--- config.mk ---
export PLATFORM = sky130hd
export DESIGN_NAME = rhythm_game_ctrl
export DESIGN_NICKNAME = d
export VERILOG_FILES = /design/src/rtl/rhythm_game_ctrl.sv
export SDC_FILE = /design/constraint.sdc
export NUM_CORES = 1
export LEC_CHECK = 0
export CAP_MARGIN = 40
export CORE_UTILIZATION = 55
export CTS_CLUSTER_DIAMETER = 100
export DETAILED_ROUTE_END_ITERATION = 12
export GPL_ROUTABILITY_DRIVEN = 0
export PLACE_DENSITY_LB_ADDON = 0.25
export REMOVE_ABC_BUFFERS = 1
export SLEW_MARGIN = 20
export SYNTH_ARGS = -nofsm -noshare
export SYNTH_HDL_FRONTEND = slang
export SYNTH_SLANG_ARGS = --single-unit
--- constraint.sdc ---
create_clock -name clk_i -period 3.55 [get_ports clk_i]
set_clock_uncertainty 0.05 [all_clocks]
set_input_delay 0.71 -clock clk_i [delete_from_list [all_inputs] [get_ports clk_i]]
set_output_delay 0.71 -clock clk_i [all_outputs]
set_load 0.01 [all_outputs]
--- src/rtl/rhythm_game_ctrl.sv ---
// rtl/rhythm_game_ctrl.sv - session and hit-judge controller for the note-scroll shifter
//
// Purpose: runs the IDLE -> PLAY -> RESULT session, judges red/blue presses
// against the shifter judge slot, and keeps score, max combo and miss count.
// Optional feature macro: GHOST_PRESS_PENALTY_EN (when defined, a wrong press
// breaks the combo and counts as a miss; otherwise wrong presses are ignored).
//
// Ports:
//   clk_i, rst_ni                   clock, asynchronous active-low reset
//   btn_red_i, btn_blue_i,
//   btn_yellow_i, btn_sel_i         debounced asynchronous button levels
//   note_R_judge_i, note_B_judge_i  shifter judge-slot contents
//   offset_i                        shifter pixel counter, 0..6
//   finish_i                        shifter end-of-song
//   song_o                          song select to the shifter, 0 = none
//   delete_o                        one-cycle judge-slot clear pulse
//   score_o                         saturating score
//   max_combo_o                     highest combo this session
//   miss_cnt_o                      saturating miss count
//   state_o                         0 IDLE, 1 PLAY, 2 RESULT
//   hit_flash_o                     stretched hit indicator
module rhythm_game_ctrl #(
   parameter int HIT_PTS     = 8,
   parameter int BONUS_COMBO = 10,
   parameter int FLASH_CYC   = 50000,
   parameter int SCORE_W     = 16
) (
   input  logic               clk_i,
   input  logic               rst_ni,
   input  logic               btn_red_i,
   input  logic               btn_blue_i,
   input  logic               btn_yellow_i,
   input  logic               btn_sel_i,
   input  logic               note_R_judge_i,
   input  logic               note_B_judge_i,
   input  logic [2:0]         offset_i,
   input  logic               finish_i,
   output logic [1:0]         song_o,
   output logic               delete_o,
   output logic [SCORE_W-1:0] score_o,
   output logic [7:0]         max_combo_o,
   output logic [7:0]         miss_cnt_o,
   output logic [1:0]         state_o,
   output logic               hit_flash_o
);

   typedef enum logic [1:0] {
      ST_IDLE   = 2'd0,
      ST_PLAY   = 2'd1,
      ST_RESULT = 2'd2
   } state_e;

   localparam logic [SCORE_W:0] PTS_NORM   = (SCORE_W+1)'(HIT_PTS);
   localparam logic [SCORE_W:0] PTS_BONUS  = (SCORE_W+1)'(2 * HIT_PTS);
   localparam logic [7:0]       BONUS_MIN  = 8'(BONUS_COMBO);
   localparam logic [15:0]      FLASH_LOAD = 16'(FLASH_CYC);

   // Button vectors are ordered {sel, yellow, blue, red}.
   logic [3:0]         sync1_q, sync2_q, prev_q, rise_q;
   logic [2:0]         offset_q;
   logic               judge_q;

   state_e             state_q, state_d;
   logic [1:0]         sel_idx_q, sel_idx_d;
   logic [1:0]         song_q, song_d;
   logic [SCORE_W-1:0] score_q, score_d;
   logic [7:0]         combo_q, combo_d;
   logic [7:0]         max_combo_q, max_combo_d;
   logic [7:0]         miss_q, miss_d;
   logic               slot_hit_q, slot_hit_d;
   logic               delete_q, delete_d;
   logic [15:0]        flash_q, flash_d;

   logic               advance, hit, wrong, pass_miss;
   logic [1:0]         miss_inc;
   logic [SCORE_W:0]   score_sum;
   logic [8:0]         miss_sum;

   always_ff @(posedge clk_i or negedge rst_ni) begin
      if (!rst_ni) begin
         sync1_q     <= 4'd0;
         sync2_q     <= 4'd0;
         prev_q      <= 4'd0;
         rise_q      <= 4'd0;
         offset_q    <= 3'd0;
         judge_q     <= 1'b0;
         state_q     <= ST_IDLE;
         sel_idx_q   <= 2'd1;
         song_q      <= 2'd0;
         score_q     <= '0;
         combo_q     <= 8'd0;
         max_combo_q <= 8'd0;
         miss_q      <= 8'd0;
         slot_hit_q  <= 1'b0;
         delete_q    <= 1'b0;
         flash_q     <= 16'd0;
      end else begin
         sync1_q     <= {btn_sel_i, btn_yellow_i, btn_blue_i, btn_red_i};
         sync2_q     <= sync1_q;
         prev_q      <= sync2_q;
         // Edge is registered so the judge inputs are sampled in the cycle
         // the press becomes visible, one edge before delete.
         rise_q      <= sync2_q & ~prev_q;
         offset_q    <= offset_i;
         judge_q     <= note_R_judge_i | note_B_judge_i;
         state_q     <= state_d;
         sel_idx_q   <= sel_idx_d;
         song_q      <= song_d;
         score_q     <= score_d;
         combo_q     <= combo_d;
         max_combo_q <= max_combo_d;
         miss_q      <= miss_d;
         slot_hit_q  <= slot_hit_d;
         delete_q    <= delete_d;
         flash_q     <= flash_d;
      end
   end

   always_comb begin
      state_d     = state_q;
      sel_idx_d   = sel_idx_q;
      song_d      = song_q;
      score_d     = score_q;
      combo_d     = combo_q;
      max_combo_d = max_combo_q;
      miss_d      = miss_q;
      slot_hit_d  = slot_hit_q;
      delete_d    = 1'b0;
      flash_d     = (flash_q != 16'd0) ? flash_q - 16'd1 : 16'd0;
      advance     = (offset_q == 3'd6) && (offset_i == 3'd0);
      hit         = 1'b0;
      wrong       = 1'b0;
      pass_miss   = 1'b0;
      miss_inc    = 2'd0;
      score_sum   = '0;
      miss_sum    = 9'd0;

      case (state_q)
         ST_IDLE: begin
            song_d = 2'd0;
            if (rise_q[3]) begin
               sel_idx_d = (sel_idx_q == 2'd3) ? 2'd1 : sel_idx_q + 2'd1;
            end
            if (rise_q[2]) begin
               song_d      = sel_idx_q;
               score_d     = '0;
               combo_d     = 8'd0;
               max_combo_d = 8'd0;
               miss_d      = 8'd0;
               slot_hit_d  = 1'b0;
               state_d     = ST_PLAY;
            end
         end

         ST_PLAY: begin
            if (finish_i) begin
               state_d = ST_RESULT;
               song_d  = 2'd0;
            end else begin
               // Red and blue together can never be a hit.
               hit = (rise_q[0] ^ rise_q[1]) & ~slot_hit_q &
                     ((rise_q[0] & note_R_judge_i) | (rise_q[1] & note_B_judge_i));
`ifdef GHOST_PRESS_PENALTY_EN
               wrong = (rise_q[0] | rise_q[1]) & ~hit;
`else
               wrong = 1'b0;
`endif
               // A hit in the advance cycle judges the incoming slot, so it
               // suppresses the pass-miss and leaves slot_hit set.
               pass_miss = advance & judge_q & ~slot_hit_q & ~hit;
               if (hit) begin
                  delete_d  = 1'b1;
                  score_sum = {1'b0, score_q} +
                              ((combo_q >= BONUS_MIN) ? PTS_BONUS : PTS_NORM);
                  score_d   = score_sum[SCORE_W] ? '1 : score_sum[SCORE_W-1:0];
                  combo_d   = (combo_q == 8'hFF) ? 8'hFF : combo_q + 8'd1;
                  if (combo_d > max_combo_q) begin
                     max_combo_d = combo_d;
                  end
                  slot_hit_d = 1'b1;
                  flash_d    = FLASH_LOAD;
               end else if (advance) begin
                  slot_hit_d = 1'b0;
               end
               if (pass_miss | wrong) begin
                  combo_d = 8'd0;
               end
               miss_inc = {1'b0, pass_miss} + {1'b0, wrong};
               miss_sum = {1'b0, miss_q} + {7'd0, miss_inc};
               miss_d   = miss_sum[8] ? 8'hFF : miss_sum[7:0];
            end
         end

         ST_RESULT: begin
            song_d = 2'd0;
            if (rise_q[2]) begin
               state_d = ST_IDLE;
            end
         end

         default: begin
            state_d = ST_IDLE;
            song_d  = 2'd0;
         end
      endcase
   end

   assign song_o      = song_q;
   assign delete_o    = delete_q;
   assign score_o     = score_q;
   assign max_combo_o = max_combo_q;
   assign miss_cnt_o  = miss_q;
   assign state_o     = state_q;
   assign hit_flash_o = (flash_q != 16'd0);

endmodule
# == Yosys cells after proc, flatten, opt, wreduce, memory -nomap -nowiden ==
# Cells that the tools add are included.
# op_classes
add_sub_neg,5
n_lt_le_gt_ge,2
n_eq_ne,13
muxes,39
bitwise_logic,14
reduce_logical,12
# ops
op,n
two-way mux 16 bit,8
two-way mux 8 bit,10
case mux 8 bit (2 select lines),3
case mux 16 bit (2 select lines),1
adder 16 x 5 -> 17 bit,1
nonzero test 16 bit,1
subtractor 16 x 1 -> 16 bit (second input constant),1
two-way mux 2 bit,6
inequality test 2 bit (second input constant),6
AND reduction 4 bit,3
adder 8 x 1 -> 9 bit,1
adder 8 x 1 -> 8 bit (second input constant),1
== test 8 bit (second input constant),1
greater-or-equal comparator 8 x 4 -> 1 bit (second input constant),1
> comparator 8 bit,1
bitwise AND 1 bit,7
two-way mux 1 bit,7
inequality test 3 bit (second input constant),2
case mux 2 bit (3 select lines),1
AND reduction 3 bit,2
two-way mux 5 bit,1
AND reduction 5 bit,1
bitwise AND 4 bit,1
== test 2 bit (second input constant),2
other kinds (14),16
# totals
ff_bits,84
inputBits,12
out_inout_bits,38
word_cells,101

# == Longest topological paths before layout ==
# Gate-level depths: netlist (run 1).
# depth
depth_word,9
mapped_depth,12
depth_no_buf,12

# == Worst setup path after synthesis (run 1) ==
# No wires, ideal clock.
# synth_path
path_type,input to register
start,input port offset_i[1]
end,register miss_q[2] (netlist: miss_cnt_o[2])
arrival_ns,2.670
required_ns,3.414
path_slack_ns,0.743
cell_stages,10
path_cell_list,nand4bb_1 -> nor4b_1 -> and4_1 -> ha_1 -> ha_1 -> nand3_1 -> or4_1 -> nand2_1 -> nor2_1 -> nor3_1
# synth_between
elab_chain_len,9
# synth_lines
element,line,rtl
from (decl),36,"input logic [2:0] offset_i,"
zero test 3 bit,130,advance = (offset_q == 3'd6) && (offset_i == 3'd0);
logical AND 1 bit,130,
bitwise AND 1 bit (3 in a row),170,pass_miss = advance & judge_q & ~slot_hit_q & ~hit;
adder 8 x 1 -> 9 bit,189,"miss_sum = {1'b0, miss_q} + {7'd0, miss_inc};"
two-way mux 8 bit,190,miss_d = miss_sum[8] ? 8'hFF : miss_sum[7:0];
two-way mux 8 bit,156,if (finish_i) begin
case mux 8 bit (2 select lines),138,case (state_q)
to (signal assigned),112,miss_q <= miss_d;
to (decl),69,"logic [7:0] miss_q, miss_d;"
# No other way between the ends. The select of a mux whose other input is x is not followed.
# A chain may end at the register's enable or synchronous reset.

# == Worst setup path in the final report (run 1) ==
# layout_path
start,register flash_q[7]
end,output port hit_flash_o
# layout_between
elab_chain_len,1
# layout_lines
element,line,rtl
from (decl),72,"logic [15:0] flash_q, flash_d;"
from (signal assigned),115,flash_q <= flash_d;
nonzero test 16 bit,214,assign hit_flash_o = (flash_q != 16'd0);
to (decl),44,output logic hit_flash_o
# No other way between the ends.

==> results of run 1 <==
==> critical path: stages (launching register included) <==
cell,delay [ns]
dfrtp_1,0.43
or4_4,0.57
or4b_4,0.55
nor3_2,0.18
inv_1,0.06
clkdlybuf4s50_1,0.47
==> layout by cell type (no fill, tap or decap), types with 8 or more instances in the layout <==
| cell type | count |
|---|---|
| a21oi_1 | 21 |
| a31oi_1 | 8 |
| clkbuf_8 | 10 |
| clkdlybuf4s50_1 | 48 |
| dfrtp_1 | 81 |
| ha_1 | 17 |
| inv_1 | 30 |
| nand2_1 | 36 |
| nand3_1 | 18 |
| nor2_1 | 44 |
| nor3_1 | 10 |
| o21ai_0 | 46 |
==> metrics by stage <==
step	std cells	hold slack, ns	power, W
floorplan	402	0.281	0.00154
global placement	552	0.284	0.00173
detailed placement	553	0.286	0.00176
CTS	569	0.198	0.00239
global route	569	0.216	0.00252
finish	569	0.195	0.00238
==> layout make-up <==
class / count / area (sq um) / area share
sequential: 82 / 2050 / 0.430
multi-input combinational: 290 / 1750 / 0.367
timing repair buffer: 55 / 553 / 0.116
clock buffer: 10 / 138 / 0.0288
tap: 96 / 120 / 0.0251
inverter: 30 / 113 / 0.0236
clock inverter: 6 / 48.8 / 0.0102
==> state kept, by name (all words and copies together), names as in the netlist <==
| signal | flops |
|---|---|
| sync1_q | 4 |
| offset_q | 3 |
| rise_q | 4 |
| slot_hit_q | 1 |
| max_combo_o | 8 |
| song_o | 2 |
| combo_q | 8 |
| flash_q | 16 |
| prev_q | 4 |
| delete_o | 1 |
| sync2_q | 4 |
| state_o | 2 |
| miss_cnt_o | 8 |
| score_o | 14 |
| sel_idx_q | 2 |
| judge_q | 1 |
==> worst paths after layout <==
check	startpoint	to	slack, ns	cells after the start
max	flash_q[7]	hit_flash_o	0.19	5
min	rst_ni	miss_cnt_o[7]	0.19	1
max reg2reg	combo_q[1]	max_combo_o[2]	0.43	11
min reg2reg	sync1_q[2]	sync2_q[2]	0.30	0
max in group asynchronous	rst_ni	sel_idx_q[0]	2.62	2
min in group clk_i	sync1_q[2]	sync2_q[2]	0.30	0
==> cells by family after synthesis <==
| group | synth area share |
|---|---|
| xor+xnor | 0.0286 |
| compound gates | 0.146 |
| simple gates | 0.203 |
| buf+inv | 0.0434 |
| fa+ha+maj | 0.0585 |
| flops | 0.516 |
| mux | 0.00503 |
==> power groups by stage <==
stage                     sequential (W)  clock [W]  combinational, W
final                            0.00120   0.000637          0.000542
after global routing             0.00122   0.000693          0.000610
after CTS                        0.00119   0.000651          0.000547
after detailed placement         0.00121          0          0.000548
after global placement           0.00121          0          0.000521
after floorplan                  0.00120          0          0.000343
==> routing by layer <==
layer | vias to the layer above | routed length [microns] | part of all wire | GRT usage
li1 | 1561 | - | - | -
met1 | 1529 | 3680 | 0.47 | 0.320
met2 | 77 | 3730 | 0.47 | 0.366
met3 | 12 | 333 | 0.042 | 0.0370
met4 | 0 | 133 | 0.017 | 0.105
met5 | - | 0 | 0 | 0
==> out/results.tsv, run 1 <==
stage	metric	value	unit
synthesis	avgSynthCellArea	9.59	sq um
sta	slew_violations	0	
power	powerDensity	497	nW/um^2
global_route	antenna_found_initial	0	
power	pwr-share-comb	0.228	
power	p_switching	0.000775	W
global_route	track_usage	0.233	
detailed_routing	drt-vias-per-instance	5.59	
detailed_routing	routed_wl	7.88	mm
cells_and_area	fillCellCount	564	
cells_and_area	final_nets	498	
sta	finalCritPeriodShare	0.947	
sta	layout_setup_ws	0.187	ns
synthesis	synth_top_cell_area_share	0.509	
synthesis	synth_most_common_cell	dfrtp_1	
sta	final-hold-violation-count	0	
worst_setup_path	cp-end-kind	output port	
global_route	grt_overflow_total	0	
detailed_routing	ant_nets	0	
synthesis	synth_edf_count	0	
power	p_clk_frac	0.268	
power	internal-power	0.00160	W
synthesis	ys.flop_type	dfrtp_1	
sta	slew-limit-headroom	0.560	
detailed_routing	first_pass_iters	4	
global_route	grt_pass1_wl	13.6	mm
floorplan	fp.dieW	87.1	microns
clock_network	clock_latency	0.35	ns
synthesis	synth_seq_cells	82	
synthesis	yosysWarnings	0	
clock_network	cts-root-buf	clkbuf_8	
power	share_seq_of_total_power	0.504	
placement	placed_area	4590	sq um
cells_and_area	utilization	0.692	
synthesis	yosysUniqueCellTypes	49	
sta	setup_tns	0	ns
clock_network	hold_buffers	0	
placement	io_buffers	49	
synthesis	seq_area_frac_synth	0.516	
floorplan	coreArea	6910	sq um
global_route	grt_max_degree	60	
clock_network	cts_buffers	9	
clock_network	htreeDepth	3	
synthesis	synthTopCellsByCount	81 x dfrtp_1, 46 x o21ai_0, 44 x nor2_1	
cells_and_area	stdcell_area	4780	sq um
sta	worst_pin_slew	0.660	ns
detailed_routing	num_vias	3179	
run_status	status	completed	
clock_network	post_cts.repair.setup_buffers	0	
floorplan	initial_utilization	0.576	
worst_setup_path	start_kind	flip-flop	
worst_setup_path	arrival	2.60	ns
clock_network	ctsResizeCount	0	
cells_and_area	area_delta_synth_final	20.1	%
power	peakVddDrop	0.486	mV
worst_setup_path	crit_type	flip-flop to output port	
sta	fmax	297	MHz
clock_network	clk_path_buf_depth	2	
floorplan	dieArea	7580	sq um
sta	layout_min_cycle_time	3.36	ns
clock_network	clkSinkCount	82	
worst_setup_path	crit_fanout	5	
floorplan	ios	50	
clock_network	cts.clk_slew.worst_paths	0.09	ns
placement	dpl.hpwl	5.79	mm
floorplan	rows	30	
placement	preCtsSetupSlack	0.0356	ns
worst_setup_path	cp.required	2.79	ns
floorplan	die_y	87.1	microns
cells_and_area	drive_gt1_frac	0.0634	
synthesis	syn-cell-area	3980	sq um
power	switching_share	0.326	
detailed_routing	drc	0	
sta	setup_viol	0	
sta	grt_setup_unrepaired	no	
synthesis	syn_inst	415	
cells_and_area	antenna_cells	0	
synthesis	ys_top_cells_by_area	dfrtp_1 51%, o21ai_0 5.8%, ha_1 5.3%	
power	leakagePower	2.10	nW
synthesis	synthArstFlopShare	1.00	
detailed_routing	first_iter_violations	205	
detailed_routing	routedWlPerCell	13.8	microns
synthesis	yosys.area.top_type	dfrtp_1	
run	cap_viol_max_count	0	
global_route	grt_pass1_vias	2985	
hold_path	hold_class	input port to async pin	
clock_network	cts_tree	done	
Note: power is estimated with default switching activity, not from simulation.
==> run 2: changes to the inputs <==
Settings changed: TNS_END_PERCENT from default to 1.
==> results of run 2 <==
Final layout, timing and power as in run 1 (identical DEF).
